===== src/rtl/itch_msg_dispatch.sv =====
// Frames a length-prefixed ITCH byte stream, decodes Add/Cancel/Delete messages
// into a unified record and buffers them in a valid/ready FIFO. Optional counters: ITCH_DISPATCH_STATS_EN.
module itch_msg_dispatch #(
    parameter int FIFO_DEPTH = 4,
    parameter int ADD_LEN    = 36,
    parameter int CANCEL_LEN = 23,
    parameter int DELETE_LEN = 19
) (
    input  logic                              clk,
    input  logic                              rst,
    input  logic [7:0]                        byte_in,
    input  logic                              valid_in,
    output logic                              out_valid,
    input  logic                              out_ready,
    output logic [1:0]                        out_kind,
    output logic [63:0]                       out_order_ref,
    output logic                              out_side,
    output logic [31:0]                       out_shares,
    output logic [31:0]                       out_price,
    output logic [63:0]                       out_stock_symbol,
    output logic                              msg_malformed,
    output logic                              overflow_drop,
    output logic [$clog2(FIFO_DEPTH+1)-1:0]   fifo_level
`ifdef ITCH_DISPATCH_STATS_EN
    ,
    output logic [31:0]                       stat_add_cnt,
    output logic [31:0]                       stat_cancel_cnt,
    output logic [31:0]                       stat_delete_cnt,
    output logic [31:0]                       stat_drop_cnt
`endif
);

    localparam int PW = $clog2(FIFO_DEPTH);
    localparam int LW = $clog2(FIFO_DEPTH + 1);

    localparam logic [1:0] ST_LEN_HI = 2'd0;
    localparam logic [1:0] ST_LEN_LO = 2'd1;
    localparam logic [1:0] ST_BODY   = 2'd2;

    localparam logic [1:0] KIND_NONE   = 2'd0;
    localparam logic [1:0] KIND_ADD    = 2'd1;
    localparam logic [1:0] KIND_CANCEL = 2'd2;
    localparam logic [1:0] KIND_DELETE = 2'd3;

    typedef struct packed {
        logic [1:0]  kind;
        logic [63:0] order_ref;
        logic        side;
        logic [31:0] shares;
        logic [31:0] price;
        logic [63:0] stock;
    } rec_t;

    function automatic logic [1:0] kind_of(input logic [7:0] typ);
        logic [1:0] k;
        case (typ)
            8'h41:   k = KIND_ADD;
            8'h58:   k = KIND_CANCEL;
            8'h44:   k = KIND_DELETE;
            default: k = KIND_NONE;
        endcase
        return k;
    endfunction

    function automatic logic [15:0] len_of(input logic [1:0] kind);
        logic [15:0] l;
        case (kind)
            KIND_ADD:    l = 16'(ADD_LEN);
            KIND_CANCEL: l = 16'(CANCEL_LEN);
            KIND_DELETE: l = 16'(DELETE_LEN);
            default:     l = 16'd0;
        endcase
        return l;
    endfunction

    // framing and field state
    logic [1:0]  state_q, state_d;
    logic [15:0] len_q, len_d;
    logic [15:0] idx_q, idx_d;
    logic [7:0]  type_q, type_d;
    logic [63:0] ref_q, ref_d;
    logic        side_q, side_d;
    logic [31:0] shares_q, shares_d;
    logic [63:0] stock_q, stock_d;
    logic [31:0] price_q, price_d;
    logic        commit_q, commit_d;
    logic        bad_len_q, bad_len_d;
    logic        zero_len_s;
    logic [7:0]  type_now_s;

    // FIFO state
    rec_t          mem_q [FIFO_DEPTH];
    rec_t          mem_d [FIFO_DEPTH];
    logic [PW-1:0] wr_ptr_q, wr_ptr_d;
    logic [PW-1:0] rd_ptr_q, rd_ptr_d;
    logic [LW-1:0] count_q, count_d;
    rec_t          head_q, head_d;
    logic          out_valid_q, out_valid_d;
    logic          malformed_q, malformed_d;
    logic          drop_q, drop_d;
    rec_t          new_rec_s;
    logic          pop_s, full_s, push_s, drop_s;

    // Framing FSM and by-index field capture
    always_comb begin
        state_d    = state_q;
        len_d      = len_q;
        idx_d      = idx_q;
        type_d     = type_q;
        ref_d      = ref_q;
        side_d     = side_q;
        shares_d   = shares_q;
        stock_d    = stock_q;
        price_d    = price_q;
        commit_d   = 1'b0;
        bad_len_d  = 1'b0;
        zero_len_s = 1'b0;
        type_now_s = (idx_q == 16'd0) ? byte_in : type_q;
        if (valid_in) begin
            case (state_q)
                ST_LEN_HI: begin
                    len_d   = {byte_in, 8'h00};
                    state_d = ST_LEN_LO;
                end
                ST_LEN_LO: begin
                    len_d = {len_q[15:8], byte_in};
                    idx_d = 16'd0;
                    if ({len_q[15:8], byte_in} == 16'd0) begin
                        zero_len_s = 1'b1;
                        state_d    = ST_LEN_HI;
                    end else begin
                        state_d = ST_BODY;
                    end
                end
                ST_BODY: begin
                    idx_d = idx_q + 16'd1;
                    // fields are cleared on the type byte so nothing stale survives
                    if (idx_q == 16'd0) begin
                        type_d   = byte_in;
                        ref_d    = 64'd0;
                        side_d   = 1'b0;
                        shares_d = 32'd0;
                        stock_d  = 64'd0;
                        price_d  = 32'd0;
                    end else if (idx_q >= 16'd11 && idx_q <= 16'd18) begin
                        ref_d = {ref_q[55:0], byte_in};
                    end else if (type_q == 8'h41 && idx_q == 16'd19) begin
                        side_d = (byte_in == 8'h53);
                    end else if (type_q == 8'h41 && idx_q >= 16'd20 && idx_q <= 16'd23) begin
                        shares_d = {shares_q[23:0], byte_in};
                    end else if (type_q == 8'h41 && idx_q >= 16'd24 && idx_q <= 16'd31) begin
                        stock_d = {stock_q[55:0], byte_in};
                    end else if (type_q == 8'h41 && idx_q >= 16'd32 && idx_q <= 16'd35) begin
                        price_d = {price_q[23:0], byte_in};
                    end else if (type_q == 8'h58 && idx_q >= 16'd19 && idx_q <= 16'd22) begin
                        shares_d = {shares_q[23:0], byte_in};
                    end else begin
                        ref_d = ref_q;
                    end
                    if (idx_q == len_q - 16'd1) begin
                        state_d = ST_LEN_HI;
                        idx_d   = 16'd0;
                        if (kind_of(type_now_s) == KIND_NONE) begin
                            commit_d = 1'b0;
                        end else if (len_q == len_of(kind_of(type_now_s))) begin
                            commit_d = 1'b1;
                        end else begin
                            bad_len_d = 1'b1;
                        end
                    end else begin
                        state_d = ST_BODY;
                    end
                end
                default: begin
                    state_d = ST_LEN_HI;
                end
            endcase
        end else begin
            state_d = state_q;
        end
    end

    // Record assembly with per-kind zeroing of unused fields
    always_comb begin
        new_rec_s           = '0;
        new_rec_s.kind      = kind_of(type_q);
        new_rec_s.order_ref = ref_q;
        if (new_rec_s.kind == KIND_ADD) begin
            new_rec_s.side   = side_q;
            new_rec_s.shares = shares_q;
            new_rec_s.price  = price_q;
            new_rec_s.stock  = stock_q;
        end else if (new_rec_s.kind == KIND_CANCEL) begin
            new_rec_s.shares = shares_q;
        end else begin
            new_rec_s.shares = 32'd0;
        end
    end

    // FIFO control and registered head record
    always_comb begin
        pop_s       = out_valid_q & out_ready;
        full_s      = (count_q == LW'(FIFO_DEPTH));
        push_s      = commit_q & (~full_s | pop_s);
        drop_s      = commit_q & full_s & ~pop_s;
        mem_d       = mem_q;
        wr_ptr_d    = wr_ptr_q;
        rd_ptr_d    = rd_ptr_q;
        if (push_s) begin
            mem_d[wr_ptr_q] = new_rec_s;
            wr_ptr_d        = wr_ptr_q + PW'(1);
        end else begin
            wr_ptr_d = wr_ptr_q;
        end
        if (pop_s) begin
            rd_ptr_d = rd_ptr_q + PW'(1);
        end else begin
            rd_ptr_d = rd_ptr_q;
        end
        count_d = count_q + LW'(push_s) - LW'(pop_s);
        // a push into an otherwise-empty FIFO becomes the head directly
        if (push_s && (count_q - LW'(pop_s)) == LW'(0)) begin
            head_d = new_rec_s;
        end else if (count_d != LW'(0)) begin
            head_d = mem_q[rd_ptr_d];
        end else begin
            head_d = '0;
        end
        out_valid_d = (count_d != LW'(0));
        malformed_d = zero_len_s | bad_len_q;
        drop_d      = drop_s;
    end

    // State registers
    always_ff @(posedge clk or negedge rst) begin
        if (!rst) begin
            state_q     <= ST_LEN_HI;
            len_q       <= 16'd0;
            idx_q       <= 16'd0;
            type_q      <= 8'd0;
            ref_q       <= 64'd0;
            side_q      <= 1'b0;
            shares_q    <= 32'd0;
            stock_q     <= 64'd0;
            price_q     <= 32'd0;
            commit_q    <= 1'b0;
            bad_len_q   <= 1'b0;
            for (int i = 0; i < FIFO_DEPTH; i++) begin
                mem_q[i] <= '0;
            end
            wr_ptr_q    <= PW'(0);
            rd_ptr_q    <= PW'(0);
            count_q     <= LW'(0);
            head_q      <= '0;
            out_valid_q <= 1'b0;
            malformed_q <= 1'b0;
            drop_q      <= 1'b0;
        end else begin
            state_q     <= state_d;
            len_q       <= len_d;
            idx_q       <= idx_d;
            type_q      <= type_d;
            ref_q       <= ref_d;
            side_q      <= side_d;
            shares_q    <= shares_d;
            stock_q     <= stock_d;
            price_q     <= price_d;
            commit_q    <= commit_d;
            bad_len_q   <= bad_len_d;
            mem_q       <= mem_d;
            wr_ptr_q    <= wr_ptr_d;
            rd_ptr_q    <= rd_ptr_d;
            count_q     <= count_d;
            head_q      <= head_d;
            out_valid_q <= out_valid_d;
            malformed_q <= malformed_d;
            drop_q      <= drop_d;
        end
    end

    assign out_valid        = out_valid_q;
    assign out_kind         = head_q.kind;
    assign out_order_ref    = head_q.order_ref;
    assign out_side         = head_q.side;
    assign out_shares       = head_q.shares;
    assign out_price        = head_q.price;
    assign out_stock_symbol = head_q.stock;
    assign msg_malformed    = malformed_q;
    assign overflow_drop    = drop_q;
    assign fifo_level       = count_q;

`ifdef ITCH_DISPATCH_STATS_EN
    logic [31:0] add_cnt_q, add_cnt_d;
    logic [31:0] cancel_cnt_q, cancel_cnt_d;
    logic [31:0] delete_cnt_q, delete_cnt_d;
    logic [31:0] drop_cnt_q, drop_cnt_d;

    // Per-kind push counters and loss counter
    always_comb begin
        add_cnt_d    = add_cnt_q + 32'(push_s && new_rec_s.kind == KIND_ADD);
        cancel_cnt_d = cancel_cnt_q + 32'(push_s && new_rec_s.kind == KIND_CANCEL);
        delete_cnt_d = delete_cnt_q + 32'(push_s && new_rec_s.kind == KIND_DELETE);
        drop_cnt_d   = drop_cnt_q + 32'(drop_s) + 32'(malformed_d);
    end

    // Counter registers
    always_ff @(posedge clk or negedge rst) begin
        if (!rst) begin
            add_cnt_q    <= 32'd0;
            cancel_cnt_q <= 32'd0;
            delete_cnt_q <= 32'd0;
            drop_cnt_q   <= 32'd0;
        end else begin
            add_cnt_q    <= add_cnt_d;
            cancel_cnt_q <= cancel_cnt_d;
            delete_cnt_q <= delete_cnt_d;
            drop_cnt_q   <= drop_cnt_d;
        end
    end

    assign stat_add_cnt    = add_cnt_q;
    assign stat_cancel_cnt = cancel_cnt_q;
    assign stat_delete_cnt = delete_cnt_q;
    assign stat_drop_cnt   = drop_cnt_q;
`endif

endmodule


===== config.mk =====
export PLATFORM = sky130hd
export DESIGN_NAME = itch_msg_dispatch
export DESIGN_NICKNAME = d
export VERILOG_FILES = /design/src/rtl/itch_msg_dispatch.sv
export SDC_FILE = /design/constraint.sdc
export NUM_CORES = 2
export LEC_CHECK = 0
export BUFFER_PORTS_ARGS = -buffer_cell sky130_fd_sc_hd__buf_2
export CAP_MARGIN = 10
export CORE_ASPECT_RATIO = 1.75
export CORE_MARGIN = 1
export CORE_UTILIZATION = 55
export CTS_CLUSTER_SIZE = 14
export DETAILED_ROUTE_END_ITERATION = 10
export HOLD_SLACK_MARGIN = 0.15
export PLACE_DENSITY = 0.72
export SLEW_MARGIN = 20
export SYNTH_ARGS = -nofsm -noshare
export SYNTH_HDL_FRONTEND = slang
export SYNTH_SLANG_ARGS = --single-unit

===== constraint.sdc =====
create_clock -name clk -period 7.1 [get_ports clk]
set_input_delay 1.065 -clock clk [delete_from_list [all_inputs] [get_ports clk]]
set_output_delay 1.065 -clock clk [all_outputs]
set_load 0.005 [all_outputs]

==> metrics.yaml <==
layout:
  design_area_um2: 55300
  multiInputGateArea_um2: 17800
  drive_gt1_share_pct: 13.3
  nets: 4773
  antenna_cells: 0
  final_cell_mix: "1378 x nand2_1, 1222 x dfrtp_1, 1167 x o21ai_0, 211 x buf_2, 195 x mux4_2"
  seqCellArea_um2: 30600
  fin_cells: 5997
  n_fill_cell: 7363
  area_growth_pct: 10.7
  final_common_cell: "nand2_1"
power_and_ir_drop:
  power.leakage_nw: 24.7
  ir_drop_mv: 0.464
  p_per_area_nw_per_um2: 312
global_routing:
  grt_usage_pct: 27.4
  overflow: 0
  use_met3_pct: 3.73
  grt_pass1_vias: 35400
  grt_antenna_before_repair: 2
  grt_pass1_wl_um: 198000
  grt_max_degree: 239
  met2_usage_pct: 46.4
  gr-max-usage-layer: "met2"
  met1_usage_pct: 35.5
run:
  max_cap_viol_count: 0
worst_setup_path:
  worstSetupPathType: "in2reg"
  worstPathRequired_ns: 7.69
  rrSetupSlack_ns: 3.00
  arrival_ns: 4.74
  cp-end-kind: "register"
  crit_path_start_kind: "input port"
  critPathMaxFanout: 118
logic_synthesis:
  syn_area_um2: 50000
  synth-edff-count: 0
  synthArstFlopShare_pct: 100
  synth_cells: 4744
  synthFlopType: "dfrtp_1"
  synth_nets: 4775
  yosysSeqAreaShare_pct: 61.2
  synth_cell_types: 61
  ys_ff_latch: 1222
  syn_area_per_cell_um2: 10.5
  yosysWarnings: 0
cts:
  path_clk_slew_ns: 0.06
  clk_latency_ns: 0.72
  cts_setup_buffers: 0
  cts_buffer_depth: 3
  ctsRootBufferMaster: "clkbuf_16"
  clock-sinks: 1222
  ctsHtreeMaxLevel: 3
  ctsHoldBuffers: 0
  cts_resized: 0
  cts_inserted_buffers: 108
  tritoncts: "built"
place:
  portBuffers: 212
  postPlaceCellArea_um2: 51700
  gp_congestion: 0.813
  dp_slack_ns: 2.27
  dp.cells: 5808
  dpl.hpwl_um: 70100
route:
  dr.pass1.iters: 5
  ant_nets: 0
  viasPerCell: 5.72
  dr.first_iter.drc_count: 2554
  detail_route.wl_per_cell_um: 20.3
  drc: 0
  num_vias: 34300
  finalWirelength_um: 122000
timing:
  period_needed_ns: 4.15
  finalSetupViolCount: 0
  tightest_slew_ns: 1.07
  skew_ns: 0.0205
  fin_crit_sh_pct: 58.5
  maxSlewViolCount: 0
  slew_headroom_pct: 28.8
  fin_tns_setup_ns: 0
  layout_setup_ws_ns: 2.95
  hold_viol: 0
  rsz0062_at_grt: "no"
  fmax_ghz: 0.241
status:
  status: "finished clean"
floorplan:
  num_io_pins: 213
  start_util_pct: 55.8
  die_x_um: 230
  die_h_um: 401
  dieArea_um2: 92200
  fp-row-count: 145
  core-area_um2: 89600
worst_hold_path:
  hold_class: "in2async"
layout make-up:
type                    count  share of cell area [%]
multi-input cells        3074                    32.2
repair buffers            249                    2.79
well taps                1176                    2.66
inverters                  87                   0.590
flip-flops and latches   1222                    55.3
clock inverters            21                   0.488
clock buffers             168                    5.99
report_power, final:
part	switching (W)	internal, W
sequential	0.000350	0.00728
clock	0.00257	0.00337
combinational	0.00254	0.00114
total	0.00547	0.0118
routing by layer:
layer	share of wire, %	up-vias	wire length, um
li1	-	16000	-
met1	40	17200	49300
met2	51	856	62300
met3	4.9	216	6020
met4	3.6	4	4370
met5	0.024	-	29
worst max-delay path, stage by stage:
cell and delay, ns:
buf_2 0.08, nand2_1 0.15, a31oi_1 0.21, buf_4 0.23
inv_1 0.06, ha_1 0.29, inv_1 0.06, ha_1 0.13
inv_1 0.04, fa_1 0.37, xnor2_1 0.20, or3_1 0.15
and2_4 0.70, buf_12 0.50, nand2_1 0.08, o21ai_0 0.15
registers in the layout, summed over array words and instances, names as in the netlist, 3 cells and up:
name              flops
out_price            32
idx_q                16
fifo_level            3
ref_q                64
stock_q              64
len_q                16
type_q                8
out_order_ref        64
mem_q               780
out_stock_symbol     64
shares_q             32
price_q              32
out_shares           32
synth_stat cells (all sizes together), types with 3 or more instances:
cell type	number	share of area, %
nor3	13	0.16
and2	17	0.21
ha	18	0.45
and3	4	0.050
or3b	3	0.053
a21oi	4	0.040
clkbuf	316	2.4
nor4	12	0.18
a22o	8	0.14
mux4	195	8.8
xor2	13	0.23
buf	45	0.36
or3	4	0.050
o21ai	1188	12
xnor2	32	0.56
dfrtp	1222	61
mux2	10	0.23
inv	87	0.65
or4	6	0.098
a211o	3	0.053
nand3	74	0.74
nor2	27	0.20
nand4	10	0.13
nand2	1382	10
nand2b	10	0.13
nor3b	3	0.045
kinds of logic after synthesis:
| logic type | Yosys count | synth area share [%] |
|---|---|---|
| flip-flops | 1222 | 61.2 |
| AO/OA/AOI/OAI | 1228 | 12.5 |
| adder cells (fa/ha/maj) | 19 | 0.491 |
| AND/OR/NAND/NOR | 1576 | 12.6 |
| XOR/XNOR | 45 | 0.788 |
| buffers and inverters | 448 | 3.39 |
| multiplexers | 206 | 9.03 |
stage by stage:
stage	total power, W	utilization [%]	hold slack, ns
after global routing	0.0180	61.7	0.409
after floorplan	0.0102	-	0.413
after detailed placement	0.0115	57.7	0.465
after global placement	0.0115	57.7	0.456
final	0.0173	61.7	0.293
after CTS	0.0174	61.7	0.383
final timing paths:
check / start / endpoint / cells past startpoint
setup / recovery: out_ready / out_order_ref[46] / 16
hold / removal: rst / mem_q[335] / 1
setup reg to reg: out_valid / out_order_ref[46] / 15
hold reg to reg: bad_len_q / msg_malformed / 1
max in group asynchronous: rst / mem_q[597] / 2
min in group clk: bad_len_q / msg_malformed / 1
Note: power is estimated with default switching activity, not from simulation.
